$ cat config.mk
export PLATFORM = sky130hd
export DESIGN_NAME = edn_dist
export DESIGN_NICKNAME = d
export VERILOG_FILES = /design/src/rtl/edn_dist_pkg.sv /design/src/rtl/edn_dist_fifo.sv /design/src/rtl/edn_dist.sv
export SDC_FILE = /design/constraint.sdc
export NUM_CORES = 1
export LEC_CHECK = 0
export ABC_AREA = 1
export ABC_CLOCK_PERIOD_IN_PS = 3650
export CAP_MARGIN = 5
export CORE_UTILIZATION = 41
export DETAILED_ROUTE_END_ITERATION = 10
export PLACE_DENSITY_LB_ADDON = 0.08
export SLEW_MARGIN = 25
export SYNTH_ARGS = -nofsm -noshare
export SYNTH_HDL_FRONTEND = slang
export SYNTH_SLANG_ARGS = --single-unit
$ cat constraint.sdc
create_clock -name clk_i -period 3.65 [get_ports clk_i]
set_input_delay 0.365 -clock clk_i [delete_from_list [all_inputs] [get_ports clk_i]]
set_output_delay 0.365 -clock clk_i [all_outputs]
set_load 0.1 [all_outputs]
$ cat src/rtl/edn_dist_pkg.sv
// rtl/edn_dist_pkg.sv - shared constants, entry type and LFSR step for the entropy distribution network
package edn_dist_pkg;

    localparam logic [31:0] LFSR_POLY       = 32'h8020_0003;
    localparam int          ENDPOINT_WORD_W = 32;
    localparam int          EDN_MAX_BUS_W   = 128;

    // Sized for the widest bus; narrower instances leave the upper data bits at zero.
    typedef struct packed {
        logic                     fips;
        logic [EDN_MAX_BUS_W-1:0] data;
    } edn_entry_t;

    function automatic logic [31:0] lfsr_next(input logic [31:0] s);
        return (s >> 1) ^ (s[0] ? LFSR_POLY : 32'h0);
    endfunction

endpackage

$ cat src/rtl/edn_dist_fifo.sv
// rtl/edn_dist_fifo.sv - synchronous FIFO holding packed entropy entries
module edn_dist_fifo #(
    parameter int WIDTH = 33,
    parameter int DEPTH = 4
) (
    input  logic                   clk,
    input  logic                   rst_n,
    input  logic                   clr,
    input  logic                   push,
    input  logic [WIDTH-1:0]       wdata,
    input  logic                   pop,
    output logic [WIDTH-1:0]       rdata,
    output logic                   full,
    output logic                   empty,
    output logic [$clog2(DEPTH):0] level
);

    localparam int AW = $clog2(DEPTH);
    localparam int LW = AW + 1;

    logic [WIDTH-1:0] mem [DEPTH];
    logic [AW-1:0]    wr_ptr;
    logic [AW-1:0]    rd_ptr;
    logic             do_push;
    logic             do_pop;

    assign full    = (level == LW'(DEPTH));
    assign empty   = (level == '0);
    assign do_push = push & ~full;
    assign do_pop  = pop & ~empty;
    assign rdata   = mem[rd_ptr];

    // DEPTH is a power of two, so the pointers wrap without compare logic.
    always_ff @(posedge clk or negedge rst_n) begin
        if (!rst_n) begin
            wr_ptr <= '0;
            rd_ptr <= '0;
            level  <= '0;
        end else if (clr) begin
            wr_ptr <= '0;
            rd_ptr <= '0;
            level  <= '0;
        end else begin
            if (do_push) wr_ptr <= wr_ptr + 1'b1;
            if (do_pop)  rd_ptr <= rd_ptr + 1'b1;
            case ({do_push, do_pop})
                2'b10:   level <= level + 1'b1;
                2'b01:   level <= level - 1'b1;
                default: level <= level;
            endcase
        end
    end

    always_ff @(posedge clk) begin
        if (do_push && !clr) mem[wr_ptr] <= wdata;
    end

endmodule

$ cat src/rtl/edn_dist.sv
// rtl/edn_dist.sv - LFSR entropy source, word packer, FIFO and round-robin endpoint distribution
module edn_dist
    import edn_dist_pkg::*;
#(
    parameter int          NUM_EP     = 2,
    parameter int          BUS_WIDTH  = 32,
    parameter int          FIFO_DEPTH = 4,
    parameter logic [31:0] LFSR_SEED  = 32'h0000_0001
) (
    input  logic                        clk_i,
    input  logic                        rst_ni,
    input  logic                        enable_i,
    input  logic                        fips_i,
    input  logic                        seed_valid_i,
    input  logic [31:0]                 seed_i,
    input  logic [NUM_EP-1:0]           ep_req_i,
    output logic [NUM_EP-1:0]           ep_ack_o,
    output logic [NUM_EP-1:0]           ep_fips_o,
    output logic [NUM_EP*BUS_WIDTH-1:0] ep_bus_o,
    output logic [$clog2(FIFO_DEPTH):0] fifo_lvl_o
);

    localparam int WORDS   = BUS_WIDTH / ENDPOINT_WORD_W;
    localparam int CNT_W   = (WORDS > 1) ? $clog2(WORDS) : 1;
    localparam int RR_W    = (NUM_EP > 1) ? $clog2(NUM_EP) : 1;
    localparam int ENTRY_W = BUS_WIDTH + 1;

    logic [31:0]               lfsr_q;
    logic                      gen;
    logic                      last_word;
    logic [CNT_W-1:0]          pack_cnt_q;
    logic [BUS_WIDTH-1:0]      pack_data_q;
    logic                      pack_fips_q;
    logic [BUS_WIDTH-1:0]      fill_data;
    logic                      fill_fips;

    logic                      fifo_full;
    logic                      fifo_empty;
    logic [ENTRY_W-1:0]        fifo_rdata;
    edn_entry_t                pop_entry;
    logic                      unused_entry_bits;

    logic [NUM_EP-1:0]         eligible;
    logic [RR_W-1:0]           cand;
    logic                      grant_valid;
    logic [RR_W-1:0]           grant_idx;
    logic [RR_W-1:0]           rr_q;

    logic [NUM_EP-1:0]         ack_q;
    logic [NUM_EP-1:0]         fips_q;
    logic [NUM_EP*BUS_WIDTH-1:0] bus_q;

    // A seed load steals the cycle, so the old state is never emitted alongside it.
    assign gen       = enable_i & ~fifo_full & ~seed_valid_i;
    assign last_word = (pack_cnt_q == CNT_W'(WORDS - 1));

    always_ff @(posedge clk_i or negedge rst_ni) begin
        if (!rst_ni) begin
            lfsr_q <= LFSR_SEED;
        end else if (seed_valid_i) begin
            lfsr_q <= (seed_i == '0) ? LFSR_SEED : seed_i;
        end else if (gen) begin
            lfsr_q <= lfsr_next(lfsr_q);
        end
    end

    always_comb begin
        fill_data = pack_data_q;
        fill_data[int'(pack_cnt_q) * ENDPOINT_WORD_W +: ENDPOINT_WORD_W] = lfsr_q;
        fill_fips = ((pack_cnt_q == '0) | pack_fips_q) & fips_i;
    end

    always_ff @(posedge clk_i or negedge rst_ni) begin
        if (!rst_ni) begin
            pack_cnt_q  <= '0;
            pack_data_q <= '0;
            pack_fips_q <= 1'b1;
        end else if (!enable_i) begin
            pack_cnt_q  <= '0;
            pack_data_q <= '0;
            pack_fips_q <= 1'b1;
        end else if (gen) begin
            pack_cnt_q  <= last_word ? '0 : pack_cnt_q + 1'b1;
            pack_data_q <= last_word ? '0 : fill_data;
            pack_fips_q <= fill_fips;
        end
    end

    edn_dist_fifo #(
        .WIDTH (ENTRY_W),
        .DEPTH (FIFO_DEPTH)
    ) u_fifo (
        .clk   (clk_i),
        .rst_n (rst_ni),
        .clr   (~enable_i),
        .push  (gen & last_word),
        .wdata ({fill_fips, fill_data}),
        .pop   (grant_valid),
        .rdata (fifo_rdata),
        .full  (fifo_full),
        .empty (fifo_empty),
        .level (fifo_lvl_o)
    );

    always_comb begin
        pop_entry                     = '0;
        pop_entry.fips                = fifo_rdata[BUS_WIDTH];
        pop_entry.data[BUS_WIDTH-1:0] = fifo_rdata[BUS_WIDTH-1:0];
    end

    // Upper entry bits are only populated when BUS_WIDTH is at its maximum.
    assign unused_entry_bits = ^pop_entry.data;

    // Walk downward so the closest eligible index above the pointer wins last.
    always_comb begin
        eligible    = ep_req_i & ~ack_q;
        cand        = '0;
        grant_valid = 1'b0;
        grant_idx   = '0;
        if (enable_i && !fifo_empty) begin
            for (int i = NUM_EP - 1; i >= 0; i--) begin
                cand = RR_W'((int'(rr_q) + i) % NUM_EP);
                if (eligible[cand]) begin
                    grant_valid = 1'b1;
                    grant_idx   = cand;
                end
            end
        end
    end

    always_ff @(posedge clk_i or negedge rst_ni) begin
        if (!rst_ni) begin
            rr_q <= '0;
        end else if (grant_valid) begin
            rr_q <= (int'(grant_idx) == NUM_EP - 1) ? '0 : grant_idx + 1'b1;
        end
    end

    always_ff @(posedge clk_i or negedge rst_ni) begin
        if (!rst_ni) begin
            ack_q  <= '0;
            fips_q <= '0;
            bus_q  <= '0;
        end else begin
            ack_q  <= '0;
            fips_q <= '0;
            bus_q  <= '0;
            if (grant_valid) begin
                ack_q[grant_idx]  <= 1'b1;
                fips_q[grant_idx] <= pop_entry.fips;
                bus_q[int'(grant_idx) * BUS_WIDTH +: BUS_WIDTH] <= pop_entry.data[BUS_WIDTH-1:0];
            end
        end
    end

    assign ep_ack_o  = ack_q;
    assign ep_fips_o = fips_q;
    assign ep_bus_o  = bus_q;

endmodule

Yosys cells after proc, flatten, opt, wreduce, memory -nomap -nowiden
Memory sizes are Yosys's and may differ from the RTL's.
Cells that the tools add are included.
Widths: inputs -> output; s select.
{"block": "word_totals", "mem_bits_rw": 132, "mem_count": 1, "register_bits": 142}
{"name": "u_fifo.mem", "words": 4, "width": 33, "rd": 1, "rd_clocked_by_memory_dff": 0, "write_ports": 1, "line": "edn_dist_fifo.sv:21", "source": "logic [WIDTH-1:0] mem [DEPTH];"}
{"block": "classes", "n_mux": 37, "n_shift": 4, "n_eq_ne": 7, "addsub": 9, "bitwise_logic": 16, "reduce_logical": 7, "n_lt_le_gt_ge": 4}
{"operator": "$mux 32", "count": 7}
{"operator": "$neg 6->33", "count": 2}
{"operator": "$and 64x64->64", "count": 1}
{"operator": "$mux 64", "count": 1}
{"operator": "$shift 32x33->64 const A", "count": 1}
{"operator": "$shiftx 32x33->64", "count": 1}
{"operator": "$shift 32x33->32 const A", "count": 1}
{"operator": "$shiftx 32x33->32", "count": 1}
{"operator": "$bwmux 32", "count": 1}
{"operator": "$logic_not 32->1", "count": 1}
{"operator": "$xor 31x32->32", "count": 1}
{"operator": "$mux 1", "count": 19}
{"operator": "$mux 2", "count": 6}
{"operator": "$and 1x1->1", "count": 6}
{"operator": "$lt 1x2->1 const B", "count": 3}
{"operator": "$ne 2x1->1 const B", "count": 3}
{"operator": "$pmux 3 s2", "count": 1}
{"operator": "$add 2x1->2 const B", "count": 2}
{"operator": "$and 2x2->2", "count": 2}
{"operator": "$not 1->1", "count": 4}
{"operator": "$add 1x1->1 const B", "count": 3}
{"operator": "$add 3x1->3 const B", "count": 1}
{"operator": "$eq 3x3->1 const B", "count": 1}
{"operator": "$logic_and 1x1->1", "count": 3}
{"operator": "12 further kinds", "count": 12}

Logic depth before layout (Yosys ltp)
{"block": "depth", "word_depth": 13, "ltp_mapped": 12, "ltp_nobuf": 12}

Modules after synthesis
A second synthesis with hierarchy kept.
{"block": "unflattened", "hier_cells": 763, "area_unflattened_um2": 9311.4}
{"mod": "edn_dist_fifo", "area_each_um2": 5454.0, "instances": 1, "cells_each": 389, "seq_area_each_um2": 4139.0}
{"mod": "edn_dist", "area_each_um2": 3857.4, "instances": 1, "cells_each": 374, "seq_area_each_um2": 2528.7}

Least setup slack after synthesis
OpenSTA, ideal clock, no wires.
{"block": "synth_timing", "path_type": "register -> register", "start": "register u_fifo.level[0]", "end": "memory u_fifo.mem[0][0] (enable)", "slack_ns": 0.149, "stages_incl_launch_ff": 6, "synth_period_minus_slack_ns": 3.501, "setup_ns": 0.423, "required_time_ns": 3.227, "arrival_time_ns": 3.078, "cell_sequence": "dfrtp_1 > nor2_1 > nand2_1 > nand3_1 > clkbuf_1 > nor2_1"}
{"block": "synth_between", "elab_chain_len": 9}
{"element": "from (decl)", "line": "edn_dist_fifo.sv:15", "source": "output logic [$clog2(DEPTH):0] level"}
{"element": "from (signal assigned)", "line": "edn_dist_fifo.sv:47", "source": "2'b10: level <= level + 1'b1;"}
{"element": "from (signal assigned)", "line": "edn_dist_fifo.sv:48", "source": "2'b01: level <= level - 1'b1;"}
{"element": "from (signal assigned)", "line": "edn_dist_fifo.sv:49", "source": "default: level <= level;"}
{"element": "$eq 3x3->1 (*)", "line": "edn_dist_fifo.sv:27", "source": "assign full = (level == LW'(DEPTH));"}
{"element": "$not 1->1 (*)", "line": "edn_dist_fifo.sv:29, edn_dist.sv:54"}
{"element": "$and 1x1->1 (2 in a row)", "line": "edn_dist.sv:54", "source": "assign gen = enable_i & ~fifo_full & ~seed_valid_i;"}
{"element": "$and 1x1->1", "line": "edn_dist.sv:96", "source": ".push (gen & last_word),"}
{"element": "$and 1x1->1 (*)", "line": "edn_dist_fifo.sv:29", "source": "assign do_push = push & ~full;"}
{"element": "$logic_and 1x1->1 (*)", "line": "edn_dist_fifo.sv:55", "source": "if (do_push && !clr) mem[wr_ptr] <= wdata;"}
{"element": "$mux 1 (*)", "line": "edn_dist_fifo.sv:55"}
{"element": "$mux 1 (not written as such) (*)", "line": "edn_dist_fifo.sv:55"}
{"element": "to (decl)", "line": "edn_dist_fifo.sv:21"}
Mark *: on every way between the ends. The rest lies on a longest branch, timed or not.

Worst setup path in the final report
{"block": "layout_timing", "start": "register u_fifo.level[2]", "end": "output port fifo_lvl_o[2]"}
{"element": "to (decl)", "line": "edn_dist.sv:20", "source": "output logic [$clog2(FIFO_DEPTH):0] fifo_lvl_o"}
No word-level cell between the ends.

==> flow_metrics.tcl <==
set metrics [dict create \
    powerDensity_nw_per_um2 801 \
    arrival_ns 2.15 \
    drv_slew 0 \
    worstHoldStart "seed_i[18]" \
    fin_setup_tns_ns 0 \
    root_buffer "clkbuf_16" \
    cts_num_sinks 240 \
    ios 110 \
    place_hpwl_um 13000 \
    critical_path_class "flop to output pin" \
    placed_area_um2 10500 \
    worst_pin_slew_ns 0.985 \
    cap_viol_max_count 0 \
    outcome "completed" \
    cts.htree.levels 1 \
    grt-ovfl-total 0 \
    p_clk_share_pct 27.7 \
    post_cts_buffers 0 \
    row_count 54 \
    diodes 0 \
    core_um2 21900 \
    finalCriticalPeriod_ns 2.52 \
    cts_resized 0 \
    pwr-share-seq_pct 37.9 \
    cpMaxStageDelayCell "clkdlybuf4s50_1" \
    swShare_pct 38.9 \
    die_y_um 152 \
    r2r_start "u_fifo.rd_ptr[1]$_DFFE_PN0P_" \
    ys_top_cells_by_count "166 x nand2_1, 132 x edfxtp_1, 107 x dfrtp_1" \
    syn_avg_cell_area_um2 12.6 \
    viasPerCell 5.13 \
    insertion_delay_ns 0.52 \
    grt_pass1_wl_um 31800 \
    hold_violations 0 \
    drtPass1Iterations 5 \
    combPwrFrac_pct 34.3 \
    nNetsFinal 882 \
    drtAntennaViolNets 0 \
    fin_crit_sh_pct 68.9 \
    cts_buffer_depth 3 \
    io_buffers 109 \
    start_util_pct 41.9 \
    antenna_found_initial 0 \
    cts_tree "yes" \
    p_int_uw 5540 \
    critPathMaxStageDelay_ns 1.19 \
    grt.total_usage_pct 18.5 \
    synth_seq_area_share_pct 72.8 \
    syn_area_um2 9160 \
    final_util_pct 51.7 \
    place.gp.congestion 0.868 \
    stdcell_count 1137 \
    grt_max_degree 68 \
    synth_warnings 0 \
    ys_top_cells_by_area "edfxtp_1 43%, dfrtp_1 29%, nand2_1 6.8%, a32o_1 3.6%, nor2_1 3.0%" \
    drt_iter0_drc 484 \
    grt_pass1_vias 5729 \
    crit_path_start_kind "flop" \
    cts_buffers 26 \
    path_cells "clkdlybuf4s50_1" \
    fmax_mhz 398 \
    yosys.area.top_type "edfxtp_1" \
    vias 5834 \
    slew_headroom_pct 33.9 \
    cts.clk_slew.worst_paths_ns 0.06 \
    ys.flop_type "edfxtp_1" \
    cp_top_family "buffers and inverters" \
    crit_required_ns 3.28 \
    cp_max_fo 5 \
    synth_cell_types 32 \
    p_sw_uw 3530 \
    drc_errors 0 \
    dieArea_um2 23000 \
    synth_edf_count 132 \
    synth_cells 727 \
    ys_ff_latch 240 \
    area_delta_synth_final_pct 23.5 \
    synth_top_area_share_pct 43.3 \
    ir_drop_v 0.000525 \
    syn_nets 771 \
    power_leakage_uw 0.00455 \
    placed_cells 1089 \
    wire_per_inst_um 18.0 \
    wl_um 20400 \
    hold_path.class "input port to flop" \
    finalSetupViolCount 0 \
    die_w_um 152 \
    crit_path_end_kind "output pin" \
    crit_buf_inv 1 \
    skew_ns 0.00738 \
    grt_setup_unrepaired "no" \
    crit_start "u_fifo.level[2]$_DFFE_PN0P_" \
    drive_above_1_share_pct 10.7 \
    synth-async-reset-ratio_pct 45.0 \
    fin_area_um2 11300 \
    synth_most_common_cell "nand2_1" \
]
[registers in the layout, indices dropped and copies added, names as in the netlist]
| signal | flops |
|---|---|
| ep_ack_o | 2 |
| u_fifo.mem | 132 |
| lfsr_q | 32 |
| u_fifo.level | 3 |
| u_fifo.rd_ptr | 2 |
| ep_fips_o | 2 |
| ep_bus_o | 64 |
| u_fifo.wr_ptr | 2 |
| rr_q | 1 |
[final timing paths]
| kind | to | slack [ns] | cells after the start |
|---|---|---|---|
| worst max-delay path | fifo_lvl_o[2] | 1.13 | 1 |
| worst min-delay path | lfsr_q[18]$_DFFE_PN0P_ | 0.43 | 3 |
| worst max register to register | ep_bus_o[37]$_DFF_PN0_ | 1.28 | 5 |
| worst min register to register | u_fifo.rd_ptr[1]$_DFFE_PN0P_ | 0.49 | 1 |
| max in group asynchronous | ep_bus_o[9]$_DFF_PN0_ | 2.44 | 3 |
| min in group asynchronous | ep_bus_o[5]$_DFF_PN0_ | 0.49 | 2 |
[power groups by stage]
| stage | Combinational [uW] | Sequential, uW | Clock, uW |
|---|---|---|---|
| global placement | 3110 | 3480 | 0 |
| finish | 3110 | 3440 | 2510 |
| detailed placement | 3140 | 3500 | 0 |
| CTS | 3150 | 3440 | 2570 |
| global route | 3330 | 3480 | 2680 |
| floorplan | 1170 | 4680 | 0 |
[routing by layer]
layer  vias up  global-route usage, %  part of all wire (%)
met2       192                   30.8                    48
met1      2899                   25.5                    44
met3        20                   2.90                   6.0
li1       2723                      -                     -
met5         -                      0                     0
met4         0                   4.65                   1.4
[cells in the final DEF, fill, tap and decap left out]
cell and count:
nand2_1 166, edfxtp_1 132, clkdlybuf4s50_1 108, dfrtp_1 106, nor2_1 69, inv_1 40, a21oi_1 37, a32o_1 33
nor2_2 33, clkbuf_16 28, o221ai_1 15, nand3_1 13, buf_4 13, clkbuf_1 9, o21ai_0 8, o22ai_1 6
o211ai_1 5, inv_2 4, clkinv_1 4, ha_1 4, clkbuf_8 3, clkinv_2 3, nand2_2 2, xnor2_1 2
a31oi_1 2, or3_1 1, nand2_8 1, nand4_1 1, xor2_1 1, nand2_4 1, a22oi_1 1, fa_1 1
bufinv_16 1, dlygate4sd3_1 1, dfstp_2 1, buf_12 1, dfrtp_2 1
[repair_timing]
item                                   CTS  global route
endpoints found under the hold margin   60             0
setup endpoints to repair                0             0
hold buffers                             1             0
[cell type report]
type | instances | area (um^2)
Fill cell | 1891 | 10600
Sequential cell | 240 | 6670
Multi-Input combinational cell | 402 | 2090
Timing Repair Buffer | 123 | 1210
Clock buffer | 40 | 776
Tap cell | 280 | 350
Inverter | 45 | 169
Clock inverter | 7 | 56.3
[logic make-up (layout without fill, tap and decap cells)]
logic type,Yosys count,after routing,share of synthesized area [%]
buffers and inverters,85,215,4.56
AND/OR/NAND/NOR,287,287,13.1
adder cells (fa/ha/maj),5,5,0.765
AO/OA/AOI/OAI,107,107,8.53
flip-flops,240,240,72.8
XOR/XNOR,3,3,0.287
[metrics by stage]
step	hold WS, ns	total power [uW]	worst slack, ns
5_1_grt	0.462	9490	1.08
2_1_floorplan	0.0694	5850	0.149
3_5_place_dp	0.483	6640	1.09
4_1_cts	0.425	9160	1.11
3_3_place_gp	0.473	6600	1.15
6_report	0.432	9070	1.13
No activity file was read; power rests on OpenSTA's default activity.
